## config.mk

```make
export PLATFORM = sky130hd
export DESIGN_NAME = wb_stage
export DESIGN_NICKNAME = d
export VERILOG_FILES = /design/src/rtl/wb_stage.sv
export SDC_FILE = /design/constraint.sdc
export NUM_CORES = 1
export LEC_CHECK = 0
export CORE_MARGIN = 1.5
export CORE_UTILIZATION = 38
export CTS_CLUSTER_SIZE = 12
export DETAILED_ROUTE_END_ITERATION = 12
export PLACE_DENSITY = 0.78
export SLEW_MARGIN = 20
export SYNTH_ARGS = -nofsm -noshare
export SYNTH_HDL_FRONTEND = slang
export SYNTH_SLANG_ARGS = --single-unit
```

## constraint.sdc

```tcl
create_clock -name clk -period 2.6 [get_ports clk]
set_input_delay 0.39 -clock clk [delete_from_list [all_inputs] [get_ports clk]]
set_output_delay 0.39 -clock clk [all_outputs]
set_load 0.02 [all_outputs]
```

## src/rtl/wb_stage.sv

```systemverilog
// Writeback stage: picks one of NSRC result sources or an aligned/extended load word and drives one register-file write.
// Latency 1 for non-loads, >=2 for loads; in_ready drops while a load waits for memory data.
module wb_stage #(
    parameter int XLEN = 32,
    parameter int NSRC = 4,
    parameter int SELW = 2,
    parameter int REGW = 5
) (
    input  logic                 clk,
    input  logic                 rst_n,
    input  logic                 flush,
    input  logic                 in_valid,
    output logic                 in_ready,
    input  logic                 in_regwrite,
    input  logic [REGW-1:0]      in_rd,
    input  logic [SELW-1:0]      in_sel,
    input  logic [NSRC*XLEN-1:0] in_src,
    input  logic [2:0]           in_funct3,
    input  logic [1:0]           in_addr_lo,
    input  logic                 mem_rvalid,
    input  logic [XLEN-1:0]      mem_rdata,
    output logic                 rf_we,
    output logic [REGW-1:0]      rf_waddr,
    output logic [XLEN-1:0]      rf_wdata,
    output logic                 ld_pending,
    output logic [REGW-1:0]      ld_rd
);

    typedef enum logic [0:0] {
        S_IDLE     = 1'b0,
        S_WAIT_MEM = 1'b1
    } state_t;

    state_t            r_state;
    state_t            w_state_nxt;

    logic              r_rf_we;
    logic [REGW-1:0]   r_rf_waddr;
    logic [XLEN-1:0]   r_rf_wdata;

    logic              r_regwrite;
    logic [REGW-1:0]   r_rd;
    logic [2:0]        r_funct3;
    logic [1:0]        r_addr_lo;

    logic              w_accept;
    logic              w_is_load;
    logic              w_hold_ld;
    logic [XLEN-1:0]   w_src;
    logic [XLEN-1:0]   w_ld_ext;
    logic              w_we_nxt;
    logic [REGW-1:0]   w_waddr_nxt;
    logic [XLEN-1:0]   w_wdata_nxt;

    // Byte/half selection uses the low address bits; the word case ignores them entirely.
    function automatic logic [XLEN-1:0] load_ext(
        input logic [2:0]      f3,
        input logic [1:0]      lo,
        input logic [XLEN-1:0] w
    );
        logic [7:0]  b;
        logic [15:0] h;
        b = w[{lo, 3'b000} +: 8];
        h = w[{lo[1], 4'b0000} +: 16];
        case (f3)
            3'b000:  load_ext = {{(XLEN-8){b[7]}}, b};
            3'b001:  load_ext = {{(XLEN-16){h[15]}}, h};
            3'b100:  load_ext = {{(XLEN-8){1'b0}}, b};
            3'b101:  load_ext = {{(XLEN-16){1'b0}}, h};
            default: load_ext = w;
        endcase
    endfunction

    assign in_ready   = (r_state == S_IDLE);
    assign w_accept   = in_valid & in_ready & ~flush;
    assign w_is_load  = (in_sel == SELW'(1));
    assign w_ld_ext   = load_ext(r_funct3, r_addr_lo, mem_rdata);

    assign rf_we      = r_rf_we;
    assign rf_waddr   = r_rf_waddr;
    assign rf_wdata   = r_rf_wdata;
    assign ld_pending = (r_state == S_WAIT_MEM);
    assign ld_rd      = (r_state == S_WAIT_MEM) ? r_rd : '0;

    // Out-of-range selects fall back to source 0.
    always_comb begin
        w_src = in_src[0 +: XLEN];
        for (int k = 1; k < NSRC; k++) begin
            if (int'(in_sel) == k) begin
                w_src = in_src[k*XLEN +: XLEN];
            end
        end
    end

    always_comb begin
        w_state_nxt = r_state;
        w_we_nxt    = 1'b0;
        w_waddr_nxt = r_rf_waddr;
        w_wdata_nxt = r_rf_wdata;
        w_hold_ld   = 1'b0;
        if (flush) begin
            w_state_nxt = S_IDLE;
        end else begin
            case (r_state)
                S_IDLE: begin
                    if (w_accept) begin
                        if (w_is_load) begin
                            w_state_nxt = S_WAIT_MEM;
                            w_hold_ld   = 1'b1;
                        end else begin
                            w_we_nxt    = in_regwrite & (|in_rd);
                            w_waddr_nxt = in_rd;
                            w_wdata_nxt = w_src;
                        end
                    end
                end
                S_WAIT_MEM: begin
                    if (mem_rvalid) begin
                        w_we_nxt    = r_regwrite & (|r_rd);
                        w_waddr_nxt = r_rd;
                        w_wdata_nxt = w_ld_ext;
                        w_state_nxt = S_IDLE;
                    end
                end
                default: w_state_nxt = S_IDLE;
            endcase
        end
    end

    always_ff @(posedge clk or negedge rst_n) begin
        if (!rst_n) begin
            r_state    <= S_IDLE;
            r_rf_we    <= 1'b0;
            r_rf_waddr <= '0;
            r_rf_wdata <= '0;
        end else begin
            r_state    <= w_state_nxt;
            r_rf_we    <= w_we_nxt;
            r_rf_waddr <= w_waddr_nxt;
            r_rf_wdata <= w_wdata_nxt;
        end
    end

    always_ff @(posedge clk or negedge rst_n) begin
        if (!rst_n) begin
            r_regwrite <= 1'b0;
            r_rd       <= '0;
            r_funct3   <= '0;
            r_addr_lo  <= '0;
        end else if (w_hold_ld) begin
            r_regwrite <= in_regwrite;
            r_rd       <= in_rd;
            r_funct3   <= in_funct3;
            r_addr_lo  <= in_addr_lo;
        end
    end

endmodule

```

# After elaboration in Yosys (flattened, before gate mapping)
# Cells that the tools add are included.
# totals
regBits	50
latch_bits	0
mem_bits_rw	0
mem_bits_ro	0
mem_count	0
# classes
add_sub_neg	0
mul	0
div	0
magnitude_cmp	0
eq_ne	10
shifts	2
mux	25
bitwise_logic	6
n_reduce_logical	4
# ops
operator	count
2-to-1 mux 32 bit	6
case mux 32 bit (4 select lines)	1
case mux 32 bit (2 select lines)	1
variable part select 32 x 6 -> 16 bit	1
variable part select 32 x 6 -> 8 bit	1
2-to-1 mux 5 bit	4
2-to-1 mux 1 bit	10
case mux 5 bit (2 select lines)	1
OR reduction 5 bit	2
== test 3 bit (second input constant)	2
AND 1 bit	4
== test 2 x 1 -> 1 bit (second input constant)	2
== test 2 bit (second input constant)	2
inequality test 2 bit (second input constant)	2
case mux 1 bit (2 select lines)	2
AND reduction 4 bit	1
== test 3 x 1 -> 1 bit (second input constant)	1
zero test 3 bit	1
inequality test 2 x 1 -> 1 bit (second input constant)	1
NOT 1 bit	2

# Depth between registers and ports, before layout
# depth
word_depth	7
mapped_depth	7
depth_no_buf	4

# Worst setup path after synthesis
# OpenSTA, ideal clock, no wires.
# synth_timing
path_type	register to register
startpoint	register r_addr_lo[1]
endpoint	register r_rf_wdata[25], in the netlist rf_wdata[25]
setup_time_ns	0.141
t_arrival_ns	1.692
setup_slack_ns	0.767
path_stages_with_launch	7
path_buffers	2
period_less_slack_ns	1.833
cell_sequence	dfrtp_1 buf_6 mux4_2 mux2_4 a31oi_4 buf_6 a221oi_1
# synth_between
elab_chain_len	4
word_cells_on_any_way	5
cone_classes	shift (2); mux (3)
# synth_rtl
item	line_no	text
start: declaration	44	logic [1:0] r_addr_lo;
start signal: assignment	154	r_addr_lo <= in_addr_lo;
variable part select 32 x 6 -> 16 bit / variable part select 32 x 6 -> 8 bit (equally long branches)	64, 63	
case mux 32 bit (4 select lines) (*)	65	case (f3)
2-to-1 mux 32 bit (*)	118	if (mem_rvalid) begin
case mux 32 bit (2 select lines) (*)	104	case (r_state)
end signal: assignment	140	r_rf_wdata <= w_wdata_nxt;
end: declaration	39	logic [XLEN-1:0] r_rf_wdata;
# Every way passes the cells marked *; elsewhere a longest branch is shown, timed or not. The select of a mux whose other input is x is not followed.
# A chain may end at the register's enable or synchronous reset.

# Final worst setup path
# layout_timing
startpoint	register r_state, in the netlist ld_pending
endpoint	register r_rf_wdata[17], in the netlist rf_wdata[17]
# layout_between
elab_chain_len	5
word_cells_on_any_way	8
cone_classes	eq/ne (3); mux (1); bitwise (3); reduce/logical (1)
# layout_rtl
item	line_no	text
start: declaration	34	state_t r_state;
start signal: assignment	137	r_state <= w_state_nxt;
NOT 1 bit	n/a	
AND 1 bit (2 in series)	75	assign w_accept = in_valid & in_ready & ~flush;
inequality test 2 x 1 -> 1 bit (no line)	n/a	
AND reduction 4 bit (no line)	n/a	
# Several ways; a longest one is shown, not always the timed one.

==> results.cfg <==
[detailed_routing]
via_count = 3876
drc = 0
wl_per_cell_um = 19.5
ant_nets = 0
via_per_inst = 5.63
drt-total-wl_um = 13400
detail_route.iter0.violations = 170
firstDrtPassIters = 5

[finish]
diodes = 0
area_growth_pct = 66.7
drive_above_1_share_pct = 14.8
fin_nets = 737
fillCellCount = 787

[timing]
finalSetupTns_ns = 0
fin_ws_ns = 0.347
finalClockSkew_ns = 0.00919
hold_viol = 0
drv_slew = 0
final.period_utilization_pct = 86.7
setup_viol = 0
tightestPinTransition_ns = 0.655
max_slew_margin_pct = 56.3
fin_crit_ns = 2.25
rsz0062_at_grt = no
max_freq_mhz = 444

[pwr]
p_sw_mw = 1.09
pwr-share-comb_pct = 47.2
cellPowerDensity_nw_per_um2 = 505
p_sw_share_pct = 34.7
pwr-share-clk_pct = 18.1
sequentialPowerShare_pct = 34.7
internal_power_mw = 2.04
peakVddDrop_mv = 0.284
p_leak_nw = 2.41

[clock_network]
cts_hold_buffers = 0
cts_setup_buffers = 0
htree_levels = 2
post_cts_resized = 0
root_buffer = clkbuf_8
clock_sinks = 50
clk_path_buf_depth = 2
clkTransAtPathRegs_ns = 0.10
cts_made_buffers = 5
tritoncts = yes
clk_latency_ns = 0.31

[synth]
synth-main-ff-cell = dfrtp_1
synth_top_area_cell = dfrtp_1
yosysWarnings = 0
synth_cells = 352
ys_top_cells_by_count = dfrtp_1, nand2_1, mux4_2
syn-num-nets = 530
netlist-cell-type-count = 37
synth.avg_cell_area_um2 = 10.6
ys_seq_elements = 50
synth_top_area_share_pct = 33.6
yosysMostFrequentCell = dfrtp_1
synth_edf_count = 0
synth_area_leaders = dfrtp_1, mux4_2, mux2_2
synth-async-reset-ratio_pct = 100
syn_area_um2 = 3720
ys_seq_area_share_pct = 33.6

[worst_setup_path]
end_kind = flip-flop
cp_max_fo = 30
worst_r2r_startpoint = ld_pending
path_class = flip-flop to flip-flop
cp-startpoint = ld_pending
start_kind = flip-flop
crit_arrival_ns = 2.41
crit_required_ns = 2.76

[worst_hold_path]
min_path_type = input pin to async pin

[floorplan]
die_h_um = 102
die-width_um = 102
start_util_pct = 39.7
ios = 223
die-area_um2 = 10400
rows = 35
core-area_um2 = 9370

[outcome]
status = completed

[placed_design]
place.port_buffers = 222
hpwl_um = 10700
gp_congestion = 0.890
place_ws_ns = 0.109

[global_route]
first_global_vias = 4277
antenna_found_initial = 0
grtUsageTotal_pct = 26.8
grt_pass1_wl_um = 21400
grt_overflow = 0
grt_max_degree = 51

[run]
maxCapViolations = 0
-- area by class of cell --
cell class                      count  area [um2]  area share (%)
Timing Repair Buffer              238        2360            38.0
Tap cell                          129         161            2.60
Clock inverter                      3        45.0           0.727
Sequential cell                    50        1250            20.2
Clock buffer                        5        68.8            1.11
Inverter                           27         101            1.64
Multi-Input combinational cell    237        2210            35.7
-- cell families (layout without fill, tap and decap cells) --
kind of cell	Yosys count	in the layout	synth area share, %
muxes	62	62	28.6
DFF	50	50	33.6
and+or+nand+nor	75	75	10.2
AOI/OAI and AO/OA	100	100	20.3
buffers and inverters	65	273	7.30
-- routing by layer --
metal,routed length [um],vias up,GRT usage [%]
li1,-,1784,-
met1,5430,1867,34.0
met2,6680,198,46.6
met3,952,27,4.51
met4,380,0,8.75
met5,0,-,0
-- cell usage in the layout, fill, tap and decap left out, types with 7 or more instances in the layout --
master and instances:
mux2i_1 8, a311oi_1 8, a221oi_1 16, a211oi_1 7, nand2b_1 9, clkdlybuf4s50_1 220, dfrtp_1 50, o211ai_1 7
inv_1 27, a221o_1 7, nand2_1 34, a2bb2oi_1 7, mux2_2 20, buf_4 14, a211o_1 7, nor4_1 16
mux4_2 33, o21ai_0 26
-- worst max-delay path, cell delays in order, from the launching register on --
cell and delay [ns]:
dfrtp_1 0.55, buf_4 0.38, nand3b_1 0.40, a31oi_4 0.58, a221oi_1 0.17
-- through the flow --
| stage | hold slack, ns | instances | total power [mW] | instance area [um2] | util (%) |
|---|---|---|---|---|---|
| 6_report | 0.186 | 689 | 3.13 | 6200 | 66.1 |
| 5_1_grt | 0.250 | 689 | 3.29 | 6200 | 66.1 |
| 4_1_cts | 0.206 | 689 | 3.14 | 6200 | 66.1 |
| 3_5_place_dp | 0.503 | 681 | 2.58 | 6080 | 64.9 |
| 3_3_place_gp | 0.488 | 681 | 2.54 | 6080 | 64.9 |
| 2_1_floorplan | 0.0944 | 352 | 1.83 | 3720 | - |
-- final timing paths --
check,endpoint,slack (ns),depth (start not counted)
max,rf_wdata[17],0.35,4
min,rf_wdata[23],0.19,2
max reg2reg,rf_wdata[17],0.35,4
min reg2reg,r_regwrite,0.53,1
max in group asynchronous,rf_wdata[2],1.97,2
min in group clk,r_regwrite,0.53,1
-- registers in the layout (all words and copies together) (netlist names) --
name,cells
r_addr_lo,2
ld_pending,1
rf_waddr,5
rf_wdata,32
r_regwrite,1
r_funct3,3
r_rd,5
rf_we,1
-- power groups by stage --
stage / clock network (mW) / registers [mW] / logic (mW)
floorplan: 0 / 1.21 / 0.620
global placement: 0 / 1.09 / 1.45
detailed placement: 0 / 1.10 / 1.48
CTS: 0.569 / 1.08 / 1.48
global route: 0.597 / 1.11 / 1.59
finish: 0.567 / 1.09 / 1.48
Note: power is estimated with default switching activity, not from simulation.
